===== src/rtl/hazard_scoreboard_if.sv =====
// hazard_scoreboard_if: ID-stage operand/destination info, branch resolution
// and the stall/flush/forwarding results exchanged with the hazard scoreboard.
interface hazard_scoreboard_if #(
    parameter int REG_AW = 5,
    parameter int SEL_W  = 2
);
    logic              id_valid;
    logic [REG_AW-1:0] id_rs;
    logic [REG_AW-1:0] id_rt;
    logic              id_rs_used;
    logic              id_rt_used;
    logic [REG_AW-1:0] id_rd;
    logic              id_reg_write;
    logic              id_is_load;
    logic              br_taken;
    logic              stall;
    logic              ifid_flush;
    logic [SEL_W-1:0]  fwd_a;
    logic [SEL_W-1:0]  fwd_b;
    logic [15:0]       stall_cnt;

    modport master (
        output id_valid, id_rs, id_rt, id_rs_used, id_rt_used,
               id_rd, id_reg_write, id_is_load, br_taken,
        input  stall, ifid_flush, fwd_a, fwd_b, stall_cnt
    );

    modport slave (
        input  id_valid, id_rs, id_rt, id_rs_used, id_rt_used,
               id_rd, id_reg_write, id_is_load, br_taken,
        output stall, ifid_flush, fwd_a, fwd_b, stall_cnt
    );
endinterface


===== src/rtl/hazard_scoreboard.sv =====
// hazard_scoreboard: tracks in-flight register writes in DEPTH post-decode
// slots (slot 0 = EX, slot DEPTH-1 = WB), raises the ID stall, flushes IF/ID
// on a taken branch and registers the EX operand forwarding selects.
// Optional build macro HAZ_RF_BYPASS_EN: register file is write-through, so a
// producer sitting in the last slot needs neither a stall nor a forward.
module hazard_scoreboard #(
    parameter int DEPTH      = 3,
    parameter int REG_AW     = 5,
    parameter int LOAD_READY = 2,
    parameter int BR_STAGE   = 1,
    parameter int SEL_W      = $clog2(DEPTH)
) (
    input logic                Clk,
    input logic                Reset,
    hazard_scoreboard_if.slave hz
);

    typedef struct packed {
        logic             hold;
        logic [SEL_W-1:0] sel;
    } look_t;

    logic [DEPTH-1:0]             slotValid;
    logic [DEPTH-1:0][REG_AW-1:0] slotRd;
    logic [DEPTH-1:0]             slotIsLoad;
    logic [SEL_W-1:0]             fwdA;
    logic [SEL_W-1:0]             fwdB;
    logic [15:0]                  stallCnt;
    look_t                        lookA;
    look_t                        lookB;
    logic                         stallInt;
    logic                         enterSlot0;

    // Youngest producer wins: scan oldest to youngest so the lowest slot
    // index is the last one to overwrite the result.
    function automatic look_t lookup(input logic [REG_AW-1:0] src,
                                     input logic used,
                                     input logic [DEPTH-1:0] vld,
                                     input logic [DEPTH-1:0][REG_AW-1:0] rd,
                                     input logic [DEPTH-1:0] ld);
        look_t r;
        r = '0;
        for (int k = DEPTH - 1; k >= 0; k--) begin
            if (used && (src != '0) && vld[k] && (rd[k] == src)) begin
                if (k == DEPTH - 1) begin
`ifdef HAZ_RF_BYPASS_EN
                    r = '0;
`else
                    r.hold = 1'b1;
                    r.sel  = '0;
`endif
                end else begin
                    r.hold = ((k + 1) < (ld[k] ? LOAD_READY : 1));
                    r.sel  = SEL_W'(k + 1);
                end
            end
        end
        return r;
    endfunction

    function automatic logic [15:0] satInc(input logic [15:0] v);
        return (v == 16'hFFFF) ? v : v + 16'd1;
    endfunction

    // Operand hazard lookup, stall/flush decision and slot-0 admission.
    always_comb begin
        lookA      = lookup(hz.id_rs, hz.id_rs_used, slotValid, slotRd, slotIsLoad);
        lookB      = lookup(hz.id_rt, hz.id_rt_used, slotValid, slotRd, slotIsLoad);
        stallInt   = hz.id_valid && (lookA.hold || lookB.hold) && !hz.br_taken;
        enterSlot0 = hz.id_valid && !stallInt && !hz.br_taken;
    end

    // Control state: slot valids, forwarding selects and the stall counter.
    always_ff @(posedge Clk) begin
        if (Reset) begin
            slotValid <= '0;
            fwdA      <= '0;
            fwdB      <= '0;
            stallCnt  <= '0;
        end else begin
            // ID -> slot 0 boundary
            slotValid[0] <= enterSlot0 && hz.id_reg_write;
            // slot k-1 -> slot k boundaries; wrong-path slots die on a taken branch
            for (int k = 1; k < DEPTH; k++) begin
                slotValid[k] <= slotValid[k-1] && !(hz.br_taken && ((k - 1) < BR_STAGE));
            end
            fwdA <= enterSlot0 ? lookA.sel : '0;
            fwdB <= enterSlot0 ? lookB.sel : '0;
            if (stallInt) begin
                stallCnt <= satInc(stallCnt);
            end
        end
    end

    // Destination and load flag travel with the slots; no reset needed since
    // they are qualified by slotValid.
    always_ff @(posedge Clk) begin
        slotRd[0]     <= hz.id_rd;
        slotIsLoad[0] <= hz.id_is_load;
        for (int k = 1; k < DEPTH; k++) begin
            slotRd[k]     <= slotRd[k-1];
            slotIsLoad[k] <= slotIsLoad[k-1];
        end
    end

    assign hz.stall      = stallInt;
    assign hz.ifid_flush = hz.br_taken;
    assign hz.fwd_a      = fwdA;
    assign hz.fwd_b      = fwdB;
    assign hz.stall_cnt  = stallCnt;

endmodule


===== src/flat_wrapper.sv =====
// flat-port wrapper written by rule: the top's interface ports become plain ports
module hazard_scoreboard_flat 
#(
    parameter int DEPTH      = 3,
    parameter int REG_AW     = 5,
    parameter int LOAD_READY = 2,
    parameter int BR_STAGE   = 1,
    parameter int SEL_W      = $clog2(DEPTH)
)
  (Clk, Reset, hz_id_valid, hz_id_rs, hz_id_rt, hz_id_rs_used, hz_id_rt_used, hz_id_rd, hz_id_reg_write, hz_id_is_load, hz_br_taken, hz_stall, hz_ifid_flush, hz_fwd_a, hz_fwd_b, hz_stall_cnt);
  hazard_scoreboard_if #(.REG_AW(REG_AW), .SEL_W(SEL_W)) hz_i ();
  input logic Clk;
  input logic Reset;
  input wire logic [$bits(hz_i.id_valid)-1:0] hz_id_valid;
  input wire logic [$bits(hz_i.id_rs)-1:0] hz_id_rs;
  input wire logic [$bits(hz_i.id_rt)-1:0] hz_id_rt;
  input wire logic [$bits(hz_i.id_rs_used)-1:0] hz_id_rs_used;
  input wire logic [$bits(hz_i.id_rt_used)-1:0] hz_id_rt_used;
  input wire logic [$bits(hz_i.id_rd)-1:0] hz_id_rd;
  input wire logic [$bits(hz_i.id_reg_write)-1:0] hz_id_reg_write;
  input wire logic [$bits(hz_i.id_is_load)-1:0] hz_id_is_load;
  input wire logic [$bits(hz_i.br_taken)-1:0] hz_br_taken;
  output wire logic [$bits(hz_i.stall)-1:0] hz_stall;
  output wire logic [$bits(hz_i.ifid_flush)-1:0] hz_ifid_flush;
  output wire logic [$bits(hz_i.fwd_a)-1:0] hz_fwd_a;
  output wire logic [$bits(hz_i.fwd_b)-1:0] hz_fwd_b;
  output wire logic [$bits(hz_i.stall_cnt)-1:0] hz_stall_cnt;
  assign hz_i.id_valid = hz_id_valid;
  assign hz_i.id_rs = hz_id_rs;
  assign hz_i.id_rt = hz_id_rt;
  assign hz_i.id_rs_used = hz_id_rs_used;
  assign hz_i.id_rt_used = hz_id_rt_used;
  assign hz_i.id_rd = hz_id_rd;
  assign hz_i.id_reg_write = hz_id_reg_write;
  assign hz_i.id_is_load = hz_id_is_load;
  assign hz_i.br_taken = hz_br_taken;
  assign hz_stall = hz_i.stall;
  assign hz_ifid_flush = hz_i.ifid_flush;
  assign hz_fwd_a = hz_i.fwd_a;
  assign hz_fwd_b = hz_i.fwd_b;
  assign hz_stall_cnt = hz_i.stall_cnt;
  hazard_scoreboard #(.DEPTH(DEPTH), .REG_AW(REG_AW), .LOAD_READY(LOAD_READY), .BR_STAGE(BR_STAGE), .SEL_W(SEL_W)) u_core (.Clk(Clk), .Reset(Reset), .hz(hz_i));
endmodule

===== config.mk =====
export PLATFORM = sky130hd
export DESIGN_NAME = hazard_scoreboard_flat
export DESIGN_NICKNAME = d
export VERILOG_FILES = /design/src/rtl/hazard_scoreboard_if.sv /design/src/rtl/hazard_scoreboard.sv /design/src/flat_wrapper.sv
export SDC_FILE = /design/constraint.sdc
export NUM_CORES = 1
export LEC_CHECK = 0
export ABC_CLOCK_PERIOD_IN_PS = 2970
export BUFFER_PORTS_ARGS = -buffer_cell sky130_fd_sc_hd__buf_2
export CAP_MARGIN = 20
export CORE_MARGIN = 2
export CORE_UTILIZATION = 40
export DETAILED_ROUTE_END_ITERATION = 16
export HOLD_SLACK_MARGIN = 0.02
export SLEW_MARGIN = 40
export SYNTH_ARGS = -nofsm -noshare
export SYNTH_HDL_FRONTEND = slang
export SYNTH_SLANG_ARGS = --single-unit
export TNS_END_PERCENT = 20

===== constraint.sdc =====
create_clock -name Clk -period 2.97 [get_ports Clk]
set_input_delay 0.1485 -clock Clk [delete_from_list [all_inputs] [get_ports Clk]]
set_output_delay 0.1485 -clock Clk [all_outputs]
set_load 0.05 [all_outputs]

=== Word-level counts from Yosys, hierarchy flattened ===
Cells that the tools add are included.

* Logic and storage cells: 59
* Input port bits: 23
* Register bits: 40
* Output and inout port bits: 22

* Reduce and logical (&&, ||, !) cells: 29
* Muxes and demuxes: 8
* Equal/unequal tests: 7
* Bitwise operators: 2
* Add/sub/neg operators: 1
* Order comparisons: 2

{| class="wikitable"
|+ Operator list
! cell !! count
|-
| < comparator 2 x 32 -> 1 bit, first input constant || 1
|-
| < comparator 3 x 32 -> 1 bit, first input constant || 1
|-
| equality test 5 bit || 6
|-
| logical AND 1 bit || 20
|-
| two-way mux 3 bit || 6
|-
| adder 16 x 1 -> 16 bit, second input constant || 1
|-
| equality test 16 bit, second input constant || 1
|-
| nonzero test 5 bit || 2
|-
| OR reduction 3 bit || 2
|-
| two-way mux 2 bit || 2
|-
| logical NOT 1 bit || 2
|-
| inverter 1 bit || 2
|-
| AND reduction 2 bit || 1
|-
| OR reduction 2 bit || 1
|-
| logical OR 1 bit || 1
|}

=== Logic depth before layout (Yosys ltp) ===
Gate-level depths: netlist of run 1.

* Word-level depth: 15
* Mapped depth: 9
* Depth with buffers taken out: 7

=== Worst setup path after synthesis of run 1 ===
OpenSTA, ideal clock, no wires.

* Path kind: reg-to-reg
* Start: register u_core.slotRd[4] in the netlist's numbering
* End: register u_core.stallCnt[12] (netlist: u_core.hz.stall_cnt[12])
* Required time: 2.793 ns
* Slack: 0.302 ns
* Data arrival time: 2.491 ns
* Cell stages (with the launch flop): 10
* Buffers on the path: 2
* Library setup time: 0.177 ns
* Period minus slack after synthesis: 2.668 ns
* Path through: dfxtp_1 -> xor2_1 -> nor4_1 -> nor4bb_1 -> a221oi_1 -> nor2b_1 -> buf_2 -> buf_2 -> nor2_1 -> a311oi_1

* Cells in the longest elaborated chain, start to end: 7
* Elaborated cells on any way between the ends: 10
* Those cells by class: eq/ne: 2; mux: 2; reduce/logical: 6

{| class="wikitable"
|+ RTL lines
! element !! RTL line !! source
|-
| start, declared || hazard_scoreboard.sv:24 || <nowiki>logic [DEPTH-1:0][REG_AW-1:0] slotRd;</nowiki>
|-
| start signal, assigned by index || hazard_scoreboard.sv:101 || <nowiki>slotRd[k] <= slotRd[k-1];</nowiki>
|-
| equality test 5 bit || hazard_scoreboard.sv:44 || <nowiki>if (used && (src != '0) && vld[k] && (rd[k] == src)) begin</nowiki>
|-
| logical AND 1 bit || hazard_scoreboard.sv:44 ||
|-
| two-way mux 3 bit || hazard_scoreboard.sv:44 ||
|-
| logical OR 1 bit (*) || hazard_scoreboard.sv:69 || <nowiki>stallInt = hz.id_valid && (lookA.hold || lookB.hold) && !hz.br_taken;</nowiki>
|-
| logical AND 1 bit (*) (2 in series) || hazard_scoreboard.sv:69 ||
|-
| named net hz_stall || flat_wrapper.sv:23 || <nowiki>output wire logic [$bits(hz_i.stall)-1:0] hz_stall;</nowiki>
|-
| AND reduction 2 bit (no line) (*) || n/a ||
|-
| end signal, assigned || hazard_scoreboard.sv:90 || <nowiki>stallCnt <= satInc(stallCnt);</nowiki>
|-
| end, declared || hazard_scoreboard.sv:28 || <nowiki>logic [15:0] stallCnt;</nowiki>
|}

The timed path passes the listed nets; every way through them passes the cells marked *.
A chain may end at the register's enable or synchronous reset.

=== Final worst setup path of run 1 ===
* Start: register u_core.slotRd[4] in the netlist's numbering
* End: output hz_stall

* Cells in the longest elaborated chain, start to end: 6
* Elaborated cells on any way between the ends: 9
* Those cells by class: eq/ne: 2; mux: 2; reduce/logical: 5

{| class="wikitable"
|+ RTL lines
! element !! RTL line
|-
| equality test 5 bit || hazard_scoreboard.sv:44
|-
| logical AND 1 bit || hazard_scoreboard.sv:44
|-
| two-way mux 3 bit || hazard_scoreboard.sv:44
|-
| logical OR 1 bit (*) || hazard_scoreboard.sv:69
|-
| logical AND 1 bit (*) (2 in series) || hazard_scoreboard.sv:69
|-
| end, declared || flat_wrapper.sv:23
|}

Every way passes the cells marked *; elsewhere a longest branch is shown, timed or not.

==> qor.csv, run 1 <==
stage,metric,value,unit
status,outcome,"complete, no violations",
synth,synth-seq-cells,39,
synth,synth_fp_nets,226,
clocking,h-tree-depth,2,
synth,synthCells,202,
final_layout,diodes,0,
final_layout,layout-drive-gt1-share,0.2134,
synth,avgSynthCellArea,9.019,µm²
clocking,cts_resized,0,
route,avgRoutedWirePerCell,13.01,µm
global_routing,grt_pass1_vias,1417,
sta,skew,0.003476,ns
route,dr_wl_met2,1781,µm
route,wl_met3,147,µm
global_routing,grt_antenna_before_repair,0,
global_routing,grt_max_degree,27,
floorplanning,num_rows,24,
place,gp_congestion,0.8746,
floorplanning,start_util,0.4155,
final_layout,layout_common_cells,"44 x buf_2, 39 x dfxtp_1, 17 x xor2_1, 13 x xnor2_1, 12 x nor2_1",
final_layout,final_area,2268,µm²
route,drtAntennaViolNets,0,
run,maxCapViolations,0,
synth,yosysWarnings,0,
clocking,clk_pin_slew_worst_paths,0.07,ns
synth,ys_seq_area_frac,0.4286,
power_and_ir_drop,powerDensity,478.9,nW/µm²
final_layout,layout_commonest_cell,buf_2,
final_layout,multi_input_area,978.4,µm²
route,vias,1548,
route,dr.max_layer_used,met4,
clocking,clockRootBuffer,clkbuf_8,
route,drc,0,
sta,setup_viol,0,
place,port_buffers,44,
global_routing,grt_first_pass_wirelength,6403,µm
sta,max_slew_margin,0.7088,
worst_setup_path,worst-setup-path-type,register to output pin,
clocking,tritoncts,built,
final_layout,regArea,780.7,µm²
route,dr.pass1.iters,4,
worst_setup_path,worstPathRequired,2.82,ns
worst_setup_path,end_kind,output pin,
sta,finalHoldViolCount,0,
final_layout,nets,276,
final_layout,instances_no_fill,305,
sta,worst_pin_slew,0.4329,ns
synth,syn_area,1822,µm²
worst_setup_path,arrival,2.57,ns
clocking,clk_latency,0.29,ns
clocking,cts.sinks,39,
route,vias_per_cell,5.075,
sta,fin_crit_sh,0.9169,
floorplanning,die-area,5110,µm²
synth,synth_cell_types,39,
route,met1_length,1978,µm
route,finalWirelength,3967,µm
floorplanning,die_h,71.49,µm
worst_setup_path,critical_path.max_fanout,26,
place,hpwl,2984,µm
place,dpl-instance-area,2091,µm²
floorplanning,io_pins,45,
sta,fmax,367.2,MHz
route,drtIter0Drc,85,
place,placedCellCount,291,
power_and_ir_drop,p_leak,0.8841,nW
global_routing,grt.total_usage,0.1587,
global_routing,overflow,0,
clocking,cts_made_buffers,5,
floorplanning,fp.coreArea,4384,µm²
worst_setup_path,startpoint_type,register,
min_path,hold_class,input port to register,
power_and_ir_drop,ir_worst_vdd,0.0003864,V
clocking,clock_tree.buffer_depth,2,
clocking,cts_setup_buffers,0,
final_layout,syn2layout_area_growth,24.52,%
sta,fin_tns_setup,0,ns
sta,finalCriticalPeriod,2.723,ns
sta,finalMaxSlewViolations,0,
final_layout,fillers,421,
floorplanning,fp.dieW,71.49,µm
sta,rsz0062_at_grt,no,
[worst max-delay path, stage by stage, from the launching register on]
cell,delay [ns]
dfxtp_1,0.34
xor2_1,0.15
nor4_1,0.44
nor4bb_1,0.37
a221oi_1,0.15
nor2b_1,0.19
buf_12,0.15
nor2_1,0.20
buf_2,0.31
[report_power, final]
| group | switching, W | leakage [nW] | total [W] | internal [W] |
|---|---|---|---|---|
| combinational | 0.0000440 | 0.503 | 0.0000864 | 0.0000424 |
| clock | 0.000181 | 0.0612 | 0.000453 | 0.000272 |
| sequential | 0.0000120 | 0.320 | 0.000547 | 0.000535 |
| total | 0.000237 | 0.884 | 0.00109 | 0.000849 |
[metal layers]
layer / global-route usage / vias up
met4: 0.06709 / 0
met2: 0.2551 / 32
met1: 0.2030 / 690
met5: 0 / -
met3: 0.03938 / 7
li1: - / 819
[final cells by class]
type / count / share of cell area
clock buffers: 6 / 0.03640
repair buffers: 51 / 0.1324
multi-input cells: 148 / 0.4313
clock inverters: 2 / 0.01544
inverters: 7 / 0.01158
flip-flops and latches: 39 / 0.3442
well taps: 52 / 0.02868
[stage by stage]
step	hold WS (ns)	worst slack [ns]	utilization	power (W)
after floorplan	0.1762	0.3023	-	0.0006045
after global placement	0.2505	0.5408	0.4769	0.0006393
after detailed placement	0.2525	0.3892	0.4769	0.0006396
after CTS	0.05034	0.2648	0.5174	0.001101
after global routing	0.04481	0.06554	0.5174	0.001134
final	0.05501	0.2467	0.5174	0.001086
[logic make-up (layout without fill, tap and decap cells)]
kind of cell / Yosys count / after routing / share of synthesized area
AND/OR/NAND/NOR: 84 / 84 / 0.2665
flip-flops: 39 / 39 / 0.4286
XOR/XNOR: 30 / 30 / 0.1442
AO/OA/AOI/OAI: 29 / 29 / 0.09546
buffers and inverters: 15 / 66 / 0.03434
multiplexers: 4 / 4 / 0.02404
adder cells (fa/ha/maj): 1 / 1 / 0.006867
[final timing paths]
check                           start  slack, ns  depth (start not counted)                             endpoint
max          u_core.slotRd[4]$_DFF_P_       0.25                          8                             hz_stall
min                       hz_br_taken       0.06                          2       u_core.slotValid[1]$_SDFF_PP0_
max reg2reg  u_core.slotRd[4]$_DFF_P_       0.35                          8  u_core.hz.stall_cnt[0]$_SDFFE_PP0P_
min reg2reg  u_core.slotRd[2]$_DFF_P_       0.39                          0             u_core.slotRd[7]$_DFF_P_
[sequential cells by signal, indices dropped and copies added, names as in the netlist]
register             cells
u_core.hz.fwd_a          2
u_core.hz.stall_cnt     16
u_core.hz.fwd_b          2
u_core.slotIsLoad        1
u_core.slotValid         3
u_core.slotRd           15
[cells in the mapped netlist]
cell | number | area (µm²)
nand3_1 | 11 | 55.05
clkbuf_1 | 4 | 15.01
inv_1 | 7 | 26.28
a31oi_1 | 2 | 12.51
and4_1 | 1 | 8.760
nor4bb_1 | 2 | 20.02
buf_1 | 1 | 3.750
a221oi_1 | 1 | 8.760
nor3b_1 | 2 | 15.01
xor2_1 | 17 | 148.9
o31a_1 | 2 | 17.52
or2_1 | 1 | 6.260
nor3b_2 | 1 | 12.51
a311oi_1 | 2 | 17.52
buf_4 | 1 | 7.510
and3_1 | 2 | 12.51
and2_1 | 1 | 6.260
nand2_1 | 10 | 37.54
nand4b_1 | 1 | 8.760
a21oi_1 | 9 | 45.04
mux2_1 | 3 | 33.78
xnor2_1 | 13 | 113.9
nor3_1 | 3 | 15.01
nand4_1 | 7 | 43.79
o31ai_1 | 2 | 15.01
or3_1 | 7 | 43.79
dfxtp_1 | 39 | 780.8
a211oi_1 | 1 | 7.510
o21ai_1 | 3 | 15.01
or4b_1 | 1 | 10.01
nor4_1 | 7 | 43.79
mux2i_1 | 1 | 10.01
buf_2 | 2 | 10.01
o21ai_0 | 7 | 35.03
nand2b_1 | 3 | 18.77
nor2b_1 | 6 | 37.54
ha_1 | 1 | 12.51
nor2_1 | 12 | 45.04
or4_1 | 6 | 45.04
[what timing repair did]
action / in CTS / in global routing
hold buffers: 6 / 0
hold endpoints to repair: 6 / 0
endpoints found under the setup margin: 0 / 0
Power figures use the tool's default switching activity.
==> inputs of run 2 (changes only) <==
--- a/config.mk
+++ b/config.mk
@@ -5,7 +5,7 @@
 export SDC_FILE = /design/constraint.sdc
 export NUM_CORES = 1
 export LEC_CHECK = 0
-export ABC_CLOCK_PERIOD_IN_PS = 2970
+export ABC_CLOCK_PERIOD_IN_PS = 2600
 export BUFFER_PORTS_ARGS = -buffer_cell sky130_fd_sc_hd__buf_2
 export CAP_MARGIN = 20
 export CORE_MARGIN = 2
==> constraint.sdc (replaced) <==
create_clock -name Clk -period 2.6 [get_ports Clk]
set_input_delay 0.13 -clock Clk [delete_from_list [all_inputs] [get_ports Clk]]
set_output_delay 0.13 -clock Clk [all_outputs]
set_load 0.05 [all_outputs]
==> qor.csv, run 2 (synthesis gave the netlist of run 1 again) <==
stage,metric,value,unit
route,vias,1575,
clocking,clk_latency,0.29,ns
sta,fin_tns_setup,0,ns
power_and_ir_drop,ir_worst_vdd,0.0003301,V
clocking,clock_tree.buffer_depth,2,
final_layout,final_area,2315,µm²
floorplanning,num_rows,24,
clocking,clk_pin_slew_worst_paths,0.08,ns
sta,rsz0062_at_grt,no,
global_routing,grt_first_pass_wirelength,6824,µm
final_layout,layout_commonest_cell,buf_2,
min_path,hold_class,input port to register,
floorplanning,start_util,0.4155,
final_layout,diodes,0,
route,vias_per_cell,5.147,
sta,finalCriticalPeriod,2.402,ns
global_routing,grt.total_usage,0.1687,
floorplanning,die-area,5110,µm²
floorplanning,fp.dieW,71.49,µm
final_layout,syn2layout_area_growth,27.06,%
route,finalWirelength,3951,µm
worst_setup_path,crit_chain,xor2_1 > nor4_2 > nor4bb_2 > a221oi_1 > nor2b_2 > buf_12 > nor2_2 > buf_4,
sta,finalHoldViolCount,0,
global_routing,grt_antenna_before_repair,0,
clocking,h-tree-depth,2,
route,avgRoutedWirePerCell,12.91,µm
place,gp_congestion,0.8086,
floorplanning,die_h,71.49,µm
sta,finalMaxSlewViolations,0,
status,outcome,"complete, no violations",
place,hpwl,2998,µm
worst_setup_path,slowest_delay,0.34,ns
final_layout,layout-drive-gt1-share,0.2441,
global_routing,grt_pass1_vias,1471,
clocking,clockRootBuffer,clkbuf_8,
final_layout,nets,277,
final_layout,layout_common_cells,"43 x buf_2, 39 x dfxtp_1, 17 x xor2_1, 13 x xnor2_1",
route,drtAntennaViolNets,0,
run,maxCapViolations,0,
worst_setup_path,end_kind,output pin,
global_routing,grt_max_degree,27,
global_routing,overflow,0,
floorplanning,fp.coreArea,4384,µm²
sta,max_slew_margin,0.7117,
place,port_buffers,44,
sta,worst_hold_slack,0.03434,ns
sta,setup_viol,0,
place,dpl-instance-area,2101,µm²
worst_setup_path,critical-path-slowest-cell,dfxtp_1,
route,drc,0,
sta,fin_crit_sh,0.9238,
worst_setup_path,startpoint_type,register,
worst_setup_path,arrival,2.27,ns
clocking,cts.sinks,39,
clocking,cts_setup_buffers,0,
floorplanning,io_pins,45,
power_and_ir_drop,powerDensity,538.2,nW/µm²
worst_setup_path,worstPathRequired,2.47,ns
clocking,tritoncts,built,
worst_setup_path,critical_path.max_fanout,26,
power_and_ir_drop,p_leak,0.8932,nW
route,dr.pass1.iters,4,
clocking,cts_made_buffers,5,
worst_setup_path,worst-setup-path-type,register to output pin,
sta,skew,0.01020,ns
final_layout,largest_reg_flops,16,
route,drtIter0Drc,107,
sta,worst_pin_slew,0.4324,ns
sta,fmax,416.4,MHz
-- run 2: where the power goes --
part	switching, W	internal [W]	leakage [nW]
Combinational	0.0000530	0.0000502	0.512
Clock	0.000208	0.000310	0.0612
Sequential	0.0000134	0.000611	0.320
Total	0.000274	0.000972	0.893
-- run 2: path summary, 6_finish.rpt --
path,to,from,slack [ns],cells after the start
worst max-delay path,hz_stall,u_core.slotRd[3]$_DFF_P_,0.20,8
worst min-delay path,u_core.slotValid[1]$_SDFF_PP0_,hz_br_taken,0.03,2
worst max register to register,u_core.hz.stall_cnt[0]$_SDFFE_PP0P_,u_core.slotRd[3]$_DFF_P_,0.21,8
worst min register to register,u_core.slotRd[7]$_DFF_P_,u_core.slotRd[2]$_DFF_P_,0.39,0
-- run 2: area by class of cell --
| cell class | count | area, µm² |
|---|---|---|
| inverter | 7 | 26.28 |
| clock buffer | 6 | 82.58 |
| timing repair buffer | 52 | 310.3 |
| multi-input combinational | 148 | 1015 |
| sequential | 39 | 780.7 |
| tap | 52 | 65.06 |
| clock inverter | 2 | 35.03 |
| fill | 441 | 2069 |
-- run 2: repair_timing --
item	4_1_cts	5_1_grt
hold endpoints to repair	6	0
hold buffers	6	0
gates resized for setup	0	8
endpoints found under the setup margin	0	5
-- run 2: stage by stage --
| step | total power [W] | utilization | setup slack [ns] | std cells |
|---|---|---|---|---|
| 3_3_place_gp | 0.0007303 | 0.4792 | 0.1969 | 292 |
| 5_1_grt | 0.001312 | 0.5280 | 0.03144 | 306 |
| 3_5_place_dp | 0.0007304 | 0.4792 | 0.1212 | 292 |
| 2_1_floorplan | 0.0006907 | - | 0.08830 | 202 |
| 6_report | 0.001246 | 0.5280 | 0.1982 | 306 |
| 4_1_cts | 0.001254 | 0.5197 | 0.03551 | 306 |
-- run 2: worst max-delay path, delay by kind of cell (launching register included) --
kind,cells,cell delay [ns]
XOR/XNOR,1,0.17
flip-flops,1,0.34
AO/OA/AOI/OAI,1,0.08
AND/OR/NAND/NOR,4,1.00
buffers and inverters,2,0.37
-- run 2: routing by layer --
metal,vias up,GRT usage,routed length (µm)
met2,35,0.2582,1795
met4,0,0.04403,25
met1,707,0.2296,1934
met5,-,0,0
li1,831,-,-
met3,2,0.05626,195
==> inputs of run 3 (changes only) <==
--- a/config.mk
+++ b/config.mk
@@ -8,10 +8,10 @@
 export ABC_CLOCK_PERIOD_IN_PS = 2600
 export BUFFER_PORTS_ARGS = -buffer_cell sky130_fd_sc_hd__buf_2
 export CAP_MARGIN = 20
-export CORE_MARGIN = 2
 export CORE_UTILIZATION = 40
 export DETAILED_ROUTE_END_ITERATION = 16
 export HOLD_SLACK_MARGIN = 0.02
+export SKIP_CTS_REPAIR_TIMING = 1
 export SLEW_MARGIN = 40
 export SYNTH_ARGS = -nofsm -noshare
 export SYNTH_HDL_FRONTEND = slang
==> qor.csv, run 3 (synthesis gave the netlist of run 1 again) <==
stage,metric,value,unit
status,outcome,"complete, no violations",
final_layout,fillers,433,
worst_setup_path,startpoint_type,register,
worst_setup_path,crit_chain,xor2_1 > nor4_2 > nor4bb_1 > a221oi_2 > nor2b_4 > buf_12 > nor3b_1 > mux2_1,
sta,fin_tns_setup,0,ns
route,dr.pass1.iters,4,
final_layout,multi_input_area,1020,µm²
route,finalWirelength,4108,µm
clocking,h-tree-depth,2,
sta,max_slew_margin,0.7058,
floorplanning,die-area,4828,µm²
floorplanning,io_pins,45,
place,gp_congestion,0.8269,
floorplanning,fp.dieW,69.49,µm
global_routing,use_met3,0.05523,
global_routing,grt-busiest-layer,met2,
worst_setup_path,crit_family,simple AND/OR/NAND/NOR gates,
final_layout,final_area,2320,µm²
route,drtAntennaViolNets,0,
worst_setup_path,end_kind,register,
route,vias,1594,
sta,finalMaxSlewViolations,0,
clocking,cts.sinks,39,
global_routing,grt_util_met1,0.2342,
global_routing,overflow,0,
run,maxCapViolations,0,
power_and_ir_drop,powerDensity,503.5,nW/µm²
final_layout,syn2layout_area_growth,27.33,%
global_routing,grt_pass1_vias,1383,
sta,skew,0.007558,ns
final_layout,layout_commonest_cell,buf_2,
clocking,clock_tree.buffer_depth,2,
sta,worst_hold_slack,0.03164,ns
final_layout,instances_no_fill,306,
clocking,clk_pin_slew_worst_paths,0.08,ns
route,drtIter0Drc,139,
clocking,clockRootBuffer,clkbuf_8,
sta,fin_crit_sh,0.9506,
final_layout,regArea,780.7,µm²
place,placedCellCount,291,
place,dpl-instance-area,2093,µm²
power_and_ir_drop,p_leak,0.9038,nW
place,hpwl,2975,µm
global_routing,groute.layer.met2.usage,0.2589,
worst_setup_path,slowest_delay,0.42,ns
final_layout,nets,277,
sta,finalHoldViolCount,0,
power_and_ir_drop,ir_worst_vdd,0.0003157,V
global_routing,grt_max_degree,27,
min_path,hold_class,input port to register,
final_layout,final_util,0.5328,
worst_setup_path,rrSetupSlack,0.13,ns
route,vias_per_cell,5.209,
sta,setup_viol,0,
worst_setup_path,worst-setup-path-type,register to register,
floorplanning,fp.coreArea,4354,µm²
worst_setup_path,critical_path_buf_inv_count,1,
worst_setup_path,arrival,2.64,ns
final_layout,diodes,0,
final_layout,layout-drive-gt1-share,0.2402,
route,avgRoutedWirePerCell,13.42,µm
floorplanning,die_h,69.49,µm
clocking,tritoncts,built,
sta,worst_pin_slew,0.4413,ns
floorplanning,start_util,0.4184,
floorplanning,num_rows,24,
worst_setup_path,critical-path-slowest-cell,nor4bb_1,
route,drc,0,
worst_setup_path,worstPathRequired,2.77,ns
clocking,clk_latency,0.29,ns
sta,finalCriticalPeriod,2.472,ns
place,port_buffers,44,
global_routing,grt.total_usage,0.1751,
worst_setup_path,critical_path.max_fanout,13,
sta,fmax,404.6,MHz
global_routing,grt_first_pass_wirelength,6617,µm
clocking,cts_made_buffers,5,
final_layout,largest_reg_flops,16,
final_layout,layout_common_cells,"43 x buf_2, 39 x dfxtp_1, 17 x xor2_1, 13 x xnor2_1",
global_routing,grt_antenna_before_repair,0,
## run 3: worst paths after layout
| path | startpoint | to | cells past startpoint |
|---|---|---|---|
| worst min register to register | u_core.slotRd[2]$_DFF_P_ | u_core.slotRd[7]$_DFF_P_ | 0 |
| worst max register to register | u_core.slotRd[4]$_DFF_P_ | u_core.hz.stall_cnt[0]$_SDFFE_PP0P_ | 8 |
| worst max-delay path | u_core.slotRd[4]$_DFF_P_ | u_core.hz.stall_cnt[0]$_SDFFE_PP0P_ | 8 |
| worst min-delay path | hz_br_taken | u_core.slotValid[1]$_SDFF_PP0_ | 2 |
## run 3: worst register-to-register path, stage by stage (launching register included)
cell and delay [ns]:
dfxtp_1 0.34, xor2_1 0.17, nor4_2 0.34, nor4bb_1 0.43
a221oi_2 0.08, nor2b_4 0.16, buf_12 0.14, nor3b_1 0.34
mux2_1 0.36
## run 3: metal layers
layer / wire length [µm] / part of all wire
met5: 0 / 0
met4: 48 / 0.012
met3: 141 / 0.034
met2: 1876 / 0.46
met1: 2041 / 0.50
## run 3: layout make-up
type | instances | share of cell area
multi-input cells | 148 | 0.4396
well taps | 52 | 0.02805
inverters | 7 | 0.01133
clock buffers | 8 | 0.04315
repair buffers | 52 | 0.1413
flip-flops and latches | 39 | 0.3366
## run 3: report_power, final
part           switching (W)  leakage (nW)  total (W)  internal, W
Sequential         0.0000138         0.320   0.000625     0.000611
Clock               0.000198        0.0515   0.000440     0.000242
Combinational      0.0000526         0.532   0.000103    0.0000501
Total               0.000265         0.904    0.00117     0.000903
## run 3: per-stage QoR
step / power, W / worst slack, ns
2_1_floorplan: 0.0006907 / 0.08830
3_3_place_gp: 0.0007297 / 0.1615
3_5_place_dp: 0.0007299 / 0.1044
4_1_cts: 0.001175 / 0.04037
5_1_grt: 0.001228 / -0.0007718
6_report: 0.001168 / 0.1284
